==> src/rtl/regfile_pkg.sv <==
// Shared types and constants for the integer register file.
// Default index width, zero register and ABI a0 index.
package regfile_pkg;

  localparam int RF_AW = 5;

  typedef logic [RF_AW-1:0] reg_idx_t;

  localparam reg_idx_t REG_ZERO = '0;
  localparam int A0_IDX = 10;

endpackage

==> src/rtl/reg_scoreboard.sv <==
// Pending-write scoreboard: one busy bit per register.
// A same-cycle set and clear of one index leaves the bit set.
module reg_scoreboard
  import regfile_pkg::*;
#(
  parameter int AW = RF_AW
) (
  input  logic              clk,
  input  logic              rst,
  input  logic              set_en,
  input  logic [AW-1:0]     set_idx,
  input  logic              clr_en,
  input  logic [AW-1:0]     clr_idx,
  output logic [2**AW-1:0]  busy,
  output logic [AW:0]       pend_cnt
);

  localparam int DEPTH = 2**AW;

  logic             set_v;
  logic             clr_v;
  logic             same;
  logic             inc;
  logic             dec;
  logic [DEPTH-1:0] busy_q;
  logic [DEPTH-1:0] busy_d;
  logic [AW:0]      cnt_q;

  assign set_v = set_en && (set_idx != '0);
  assign clr_v = clr_en && (clr_idx != '0);
  assign same  = set_v && clr_v && (set_idx == clr_idx);

  // Count deltas track the busy vector exactly.
  assign inc = set_v && !busy_q[set_idx];
  assign dec = clr_v && busy_q[clr_idx] && !same;

  // Next busy vector: clear first, then set so a newer producer wins.
  always_comb begin
    busy_d = busy_q;
    if (clr_v) busy_d[clr_idx] = 1'b0;
    if (set_v) busy_d[set_idx] = 1'b1;
    busy_d[0] = 1'b0;
  end

  // Busy vector and pending counter state.
  always_ff @(posedge clk) begin
    if (rst) begin
      busy_q <= '0;
      cnt_q  <= '0;
    end else begin
      busy_q <= busy_d;
      cnt_q  <= cnt_q
              + {{AW{1'b0}}, inc}
              - {{AW{1'b0}}, dec};
    end
  end

  assign busy     = busy_q;
  assign pend_cnt = cnt_q;

endmodule

==> src/rtl/regfile_sb.sv <==
// Integer register file with write-through bypass,
// hardwired x0, a0 debug mirror and pending-write scoreboard.
module regfile_sb
  import regfile_pkg::*;
#(
  parameter int ADDRESS_WIDTH = RF_AW,
  parameter int DATA_WIDTH    = 32,
  parameter int A0_INDEX      = A0_IDX,
  parameter bit BYPASS        = 1'b1
) (
  input  logic                     clk,
  input  logic                     rst,
  input  logic [ADDRESS_WIDTH-1:0] ad1,
  input  logic [ADDRESS_WIDTH-1:0] ad2,
  input  logic [ADDRESS_WIDTH-1:0] ad3,
  input  logic                     WE3,
  input  logic [DATA_WIDTH-1:0]    WD3,
  input  logic                     iss_en,
  input  logic [ADDRESS_WIDTH-1:0] iss_rd,
  output logic [DATA_WIDTH-1:0]    ALUop1,
  output logic [DATA_WIDTH-1:0]    regOp2,
  output logic                     busy1,
  output logic                     busy2,
  output logic [DATA_WIDTH-1:0]    a0,
  output logic [ADDRESS_WIDTH:0]   pend_cnt,
  output logic                     idle
);

  localparam int DEPTH = 2**ADDRESS_WIDTH;

  logic [DATA_WIDTH-1:0] mem [DEPTH];
  logic [DEPTH-1:0]      busy;
  logic                  wr_v;
  logic                  byp1;
  logic                  byp2;
  logic                  iss1;
  logic                  iss2;

  assign wr_v = WE3 && (ad3 != '0);

  // Storage: x0 is never written, reset clears every entry.
  always_ff @(posedge clk) begin
    if (rst) begin
      for (int i = 0; i < DEPTH; i++) mem[i] <= '0;
    end else if (wr_v) begin
      mem[ad3] <= WD3;
    end
  end

  reg_scoreboard #(
    .AW(ADDRESS_WIDTH)
  ) u_sb (
    .clk     (clk),
    .rst     (rst),
    .set_en  (iss_en),
    .set_idx (iss_rd),
    .clr_en  (WE3),
    .clr_idx (ad3),
    .busy    (busy),
    .pend_cnt(pend_cnt)
  );

  assign byp1 = BYPASS && wr_v && (ad3 == ad1);
  assign byp2 = BYPASS && wr_v && (ad3 == ad2);
  assign iss1 = iss_en && (iss_rd == ad1);
  assign iss2 = iss_en && (iss_rd == ad2);

  // Read muxes: bypass first, then hardwired zero, then storage.
  always_comb begin
    ALUop1 = '0;
    regOp2 = '0;
    if (byp1)             ALUop1 = WD3;
    else if (ad1 != '0)   ALUop1 = mem[ad1];
    if (byp2)             regOp2 = WD3;
    else if (ad2 != '0)   regOp2 = mem[ad2];
  end

  // Retiring write hides busy unless a new producer issues too.
  assign busy1 = busy[ad1] && !(byp1 && !iss1);
  assign busy2 = busy[ad2] && !(byp2 && !iss2);

  assign a0   = mem[A0_INDEX];
  assign idle = (pend_cnt == '0);

endmodule

==> config.mk <==
export PLATFORM = sky130hd
export DESIGN_NAME = regfile_sb
export DESIGN_NICKNAME = d
export VERILOG_FILES = /design/src/rtl/regfile_pkg.sv /design/src/rtl/reg_scoreboard.sv /design/src/rtl/regfile_sb.sv
export SDC_FILE = /design/constraint.sdc
export NUM_CORES = 2
export LEC_CHECK = 0
export CORE_UTILIZATION = 35
export DETAILED_ROUTE_END_ITERATION = 6
export PLACE_DENSITY = 0.49
export SLEW_MARGIN = 10
export SYNTH_ARGS = -nofsm -noshare
export SYNTH_HDL_FRONTEND = slang
export SYNTH_SLANG_ARGS = --single-unit
export TNS_END_PERCENT = 1
==> constraint.sdc <==
create_clock -name clk -period 3.8 [get_ports clk]
set_input_delay 0.76 -clock clk [delete_from_list [all_inputs] [get_ports clk]]
set_output_delay 0.76 -clock clk [all_outputs]
set_load 0.1 [all_outputs]
; ---- Yosys cells after proc, flatten, opt, wreduce, memory -nomap -nowiden
; Memory sizes are Yosys's and may differ from the RTL's.
; Index checks and enable logic that the tools add are counted.
[classes]
addsub = 2
n_mul = 0
n_div = 0
order_cmp = 6
n_eq_ne = 5
n_shift = 0
muxes = 26
bitwise = 3
reduce_logical = 29
[ops]
columns = cell, n
row1 = $mux W32, 7
row2 = $and A32 B32 Y32, 1
row3 = $not A32 Y32, 1
row4 = $or A32 B32 Y32, 1
row5 = $reduce_or A32 Y1, 1
row6 = $eq A5 B5 Y1, 5
row7 = $lt A5 B6 Y1 const B, 4
row8 = $bmux W1 S5, 4
row9 = $reduce_bool A5 Y1, 4
row10 = $logic_and A1 B1 Y1, 17
row11 = $mux W1, 12
row12 = $demux W1 S5, 2
row13 = $ge A5 B1 Y1 const B, 2
row14 = $add A6 B1 Y6, 1
row15 = $logic_not A1 Y1, 6
row16 = $logic_not A6 Y1, 1
row17 = $sub A6 B1 Y6, 1
row18 = $mux W5, 1
[totals]
ff_bits = 38
latch_bits = 0
ram_bits = 1024
romBits = 0
input_bits = 56
out_inout_bits = 105
wordCells = 75
memories = 1
[memory_table]
columns = name, words, width, rd, rd_clocked_by_memory_dff, write_ports, line_no
row1 = mem, 32, 32, 3, 0, 32, regfile_sb.sv:31  ; logic [DATA_WIDTH-1:0] mem [DEPTH];

; ---- Longest topological paths before layout
[logic_depth]
ltp_word = 9
ltp_mapped = 16
mapped_depth_nobuf = 14

; ---- Hierarchy
; Synthesis repeated with hierarchy kept, for this count alone.
[unflattened]
cells_unflattened = 4266
hier_area_um2 = 59062.9
[modules_own_cells]
columns = module, instances, cells_per_inst, area_per_inst_um2, seq_area_each_um2
row1 = regfile_sb, 1, 3993, 56803.2, 30749.5
row2 = reg_scoreboard, 1, 273, 2259.7, 740.7

; ---- Least setup slack after synthesis
; Ideal clock, no wire load.
[synth_timing]
path_kind = input to output
start = input port ad3[1]
end = output port ALUop1[0]
t_arrival_ps = 3697
required_ps = 3040
path_slack_ps = -657
path_stages = 8
n_path_buf = 3
path_cell_list = buf_2 xor2_1 nor4_1 and3_1 buf_2 clkbuf_1 a21oi_1 o22ai_1
[synth_between]
elab_chain_len = 4
word_cells_on_any_way = 5
classes_between = 1 x eq/ne / 1 x mux / 3 x reduce/logical
[synth_rtl]
columns = item, line_no
row1 = from (decl), regfile_sb.sv:15  ; input logic [ADDRESS_WIDTH-1:0] ad3,
row2 = $reduce_bool A5 Y1, regfile_sb.sv:39  ; assign wr_v = WE3 && (ad3 != '0);
row3 = $logic_and A1 B1 Y1, regfile_sb.sv:39
row4 = $logic_and A1 B1 Y1 (*), regfile_sb.sv:63  ; assign byp1 = BYPASS && wr_v && (ad3 == ad1);
row5 = $mux W32 (*), regfile_sb.sv:72  ; if (byp1) ALUop1 = WD3;
row6 = to (decl), regfile_sb.sv:20  ; output logic [DATA_WIDTH-1:0] ALUop1,
; Mark *: on every way between the ends. The rest lies on a longest branch, timed or not.

; ---- Worst setup path after layout
[layout_timing]
start = input port ad3[4]
end = output port regOp2[8]
[layout_between]
elab_chain_len = 4
word_cells_on_any_way = 5
classes_between = 1 x eq/ne / 1 x mux / 3 x reduce/logical
[layout_rtl]
columns = item, line_no
row1 = $reduce_bool A5 Y1, regfile_sb.sv:39
row2 = $logic_and A1 B1 Y1, regfile_sb.sv:39
row3 = $logic_and A1 B1 Y1 (*), regfile_sb.sv:64  ; assign byp2 = BYPASS && wr_v && (ad3 == ad2);
row4 = $mux W32 (*), regfile_sb.sv:74  ; if (byp2) regOp2 = WD3;
row5 = to (decl), regfile_sb.sv:21  ; output logic [DATA_WIDTH-1:0] regOp2,
; Marked as above.

==> results.sh <==
export IMPL_wirelength_mm=252
export IMPL_syn_area_sq_mm=0.0597
export IMPL_dp_cells=6921
export IMPL_synth_most_common_cell="edfxtp_1"
export IMPL_clock_sinks=1061
export IMPL_crit_buf_inv=5
export IMPL_critPathKind="input pin to output port"
export IMPL_clk_latency_ps=790
export IMPL_arrival_ps=3150
export IMPL_yosys_top_cells_area="edfxtp_1 51%, mux4_2 14%, and2_1 10%"
export IMPL_yosysUniqueCellTypes=62
export IMPL_min_period_ps=3910
export IMPL_violations="setup timing"
export IMPL_antenna_found_initial=11
export IMPL_firstDrtPassIters=5
export IMPL_status="complete, but fails checks"
export IMPL_synth_enable_flop_cells=1024
export IMPL_grt_pass1_vias=42849
export IMPL_wl_met3_mm=19.6
export IMPL_gr_total_overflow=0
export IMPL_root_buffer="clkbuf_16"
export IMPL_drt_wirelength_per_cell_microns=34.8
export IMPL_holdCritPathClass="input pin to register"
export IMPL_areaGrowthSynthToFinish_pct=27.0
export IMPL_vias=43554
export IMPL_yosysTopAreaCellShare_pct=51.5
export IMPL_crit_chain="buf_6 > buf_6 > or3_4 > o31ai_4 > nor2_2 > a221o_4 > buf_12 > o22ai_2 > buf_6 > buf_12"
export IMPL_grt_usage_pct=28.6
export IMPL_synth_warnings=0
export IMPL_core_sq_mm=0.169
export IMPL_skew_ps=15.5
export IMPL_postLayoutCoreUtil_pct=44.7
export IMPL_fin_ws_ps=-105
export IMPL_vias_per_cell=6.02
export IMPL_htreeDepth=4
export IMPL_ir_drop_mv=0.397
export IMPL_slew_viol_final=0
export IMPL_remaining_drc_errors=0
export IMPL_hold_violations=0
export IMPL_die_h_microns=415
export IMPL_ys_top_cells_by_count="1024 x edfxtp_1, 963 x and2_1, 377 x mux4_2"
export IMPL_synth_seq_cells=1061
export IMPL_cp_max_fo=6
export IMPL_crit_path_end_kind="output port"
export IMPL_grt_first_pass_wirelength_mm=345
export IMPL_die_area_sq_mm=0.172
export IMPL_antenna_left=0
export IMPL_yosys_most_used_dff="edfxtp_1"
export IMPL_syn_inst=4420
export IMPL_fillers=15026
export IMPL_final_nets=4972
export IMPL_leakage_uw=0.0268
export IMPL_yosysTopAreaCell="edfxtp_1"
export IMPL_fin_cells=7231
export IMPL_cts_buffer_depth=3
export IMPL_initial_core_util_pct=35.2
export IMPL_startpoint_type="input pin"
export IMPL_place_gp_congestion=0.897
export IMPL_cp_data_required_time_ps=3040
export IMPL_min_period_over_period_pct=103
export IMPL_power_density_mw_per_mm2=446
export IMPL_max_stage_delay_ps=600
export IMPL_drt_met1_wl_mm=103
export IMPL_rsz0062_at_grt="true"
export IMPL_avgSynthCellArea_sq_um=13.5
export IMPL_top_layer_used="met5"
export IMPL_relSlewSlack_pct=29.7
export IMPL_port_buffers=160
export IMPL_ys_seq_area_share_pct=52.7
export IMPL_finalSetupViolCount=26
export IMPL_path_clk_slew_ps=60
export IMPL_drive_above_1_share_pct=36.6
export IMPL_total_power_uw=33800
export IMPL_async_flop_share_pct=0
export IMPL_cp_slowest_cell="a221o_4"
export IMPL_initialDrtViolationCount=5514
export IMPL_core_rowCount=151
export IMPL_tightest_slew_ps=1050
export IMPL_max_freq_mhz=256
export IMPL_grt_max_degree=50
export IMPL_dp_hpwl_mm=162
export IMPL_drv_cap=0
export IMPL_cp_common_cell="buf_6"
export IMPL_die_width_microns=415
export IMPL_hold_ws_ps=420
export IMPL_cp_top_family="compound AO/OA/AOI/OAI gates"
export IMPL_met2WireLength_mm=116
export IMPL_num_io_pins=161
export IMPL_numCtsBuffers=133
export IMPL_cts_tree="built"
through the flow:
stage | setup TNS (ps) | worst slack, ps | instance area (sq um)
2_1_floorplan | -39520 | -650 | 59800
3_3_place_gp | -29680 | -906 | 69400
3_5_place_dp | -26890 | -893 | 69400
4_1_cts | -1960 | -127 | 74700
5_1_grt | -1510 | -87.7 | 75800
6_report | -1300 | -105 | 75800
power by group:
part | switching, uW | internal, uW | total (uW)
Sequential | 331 | 13500 | 13800
Combinational | 4420 | 2920 | 7350
Clock | 5320 | 7340 | 12700
Total | 10100 | 23800 | 33800
layer usage:
metal / track usage, % / vias to the layer above
li1: - / 18125
met1: 38.2 / 22711
met2: 45.1 / 2214
met3: 4.87 / 502
met4: 13.7 / 2
met5: 0 / -
area by class of cell:
type                       count  area, sq um  area share [%]
inverter                      41          158           0.208
tap                         2218         2780            3.66
timing repair buffer         815         9710            12.8
sequential                  1061        31500            41.5
clock buffer                 178         3600            4.75
antenna                        6         15.0          0.0198
multi-input combinational   2855        27500            36.2
clock inverter                57          594           0.784
path summary, 6_finish.rpt:
path | start | end | slack [ps] | cells after the start
setup / recovery | ad3[4] | regOp2[8] | -110 | 10
hold / removal | rst | u_sb.pend_cnt[3]$_SDFF_PP0_ | 420 | 2
setup reg to reg | u_sb.busy[8]$_SDFF_PP0_ | u_sb.pend_cnt[5]$_SDFF_PP0_ | 830 | 12
hold reg to reg | u_sb.busy[6]$_SDFF_PP0_ | u_sb.busy[6]$_SDFF_PP0_ | 550 | 2
cells in the final DEF (no fill, tap or decap), drive strengths merged, types with 57 or more instances in the layout:
cell type / netlist / final
a21oi: 141 / 141
o221ai: 156 / 156
clkdlybuf4s50: 0 / 57
a22oi: 70 / 70
edfxtp: 1024 / 1024
mux4: 377 / 377
mux2i: 142 / 142
buf: 144 / 743
o22ai: 199 / 199
mux2: 282 / 282
and2: 963 / 963
clkbuf: 351 / 190
nand2: 84 / 84
nor3: 67 / 67
sequential cells by signal, summed over array words and instances (netlist names):
name	count
u_sb.pend_cnt	6
u_sb.busy	31
mem	1024
logic make-up after synthesis:
group           share of synthesized area (%)
xor+xnor                                0.396
mux                                      21.9
simple gates                             12.4
buf+inv                                  3.70
flops                                    52.7
fa+ha+maj                               0.201
other cells                           0.00628
compound gates                           8.69
repair_timing:
action	4_1_cts	5_1_grt
resized for setup	144	140
hold buffers	0	0
setup endpoints to repair	66	65
cloned	6	9
pin swaps	21	39
buffers inserted	25	34
(Power assumes the default switching activity.)
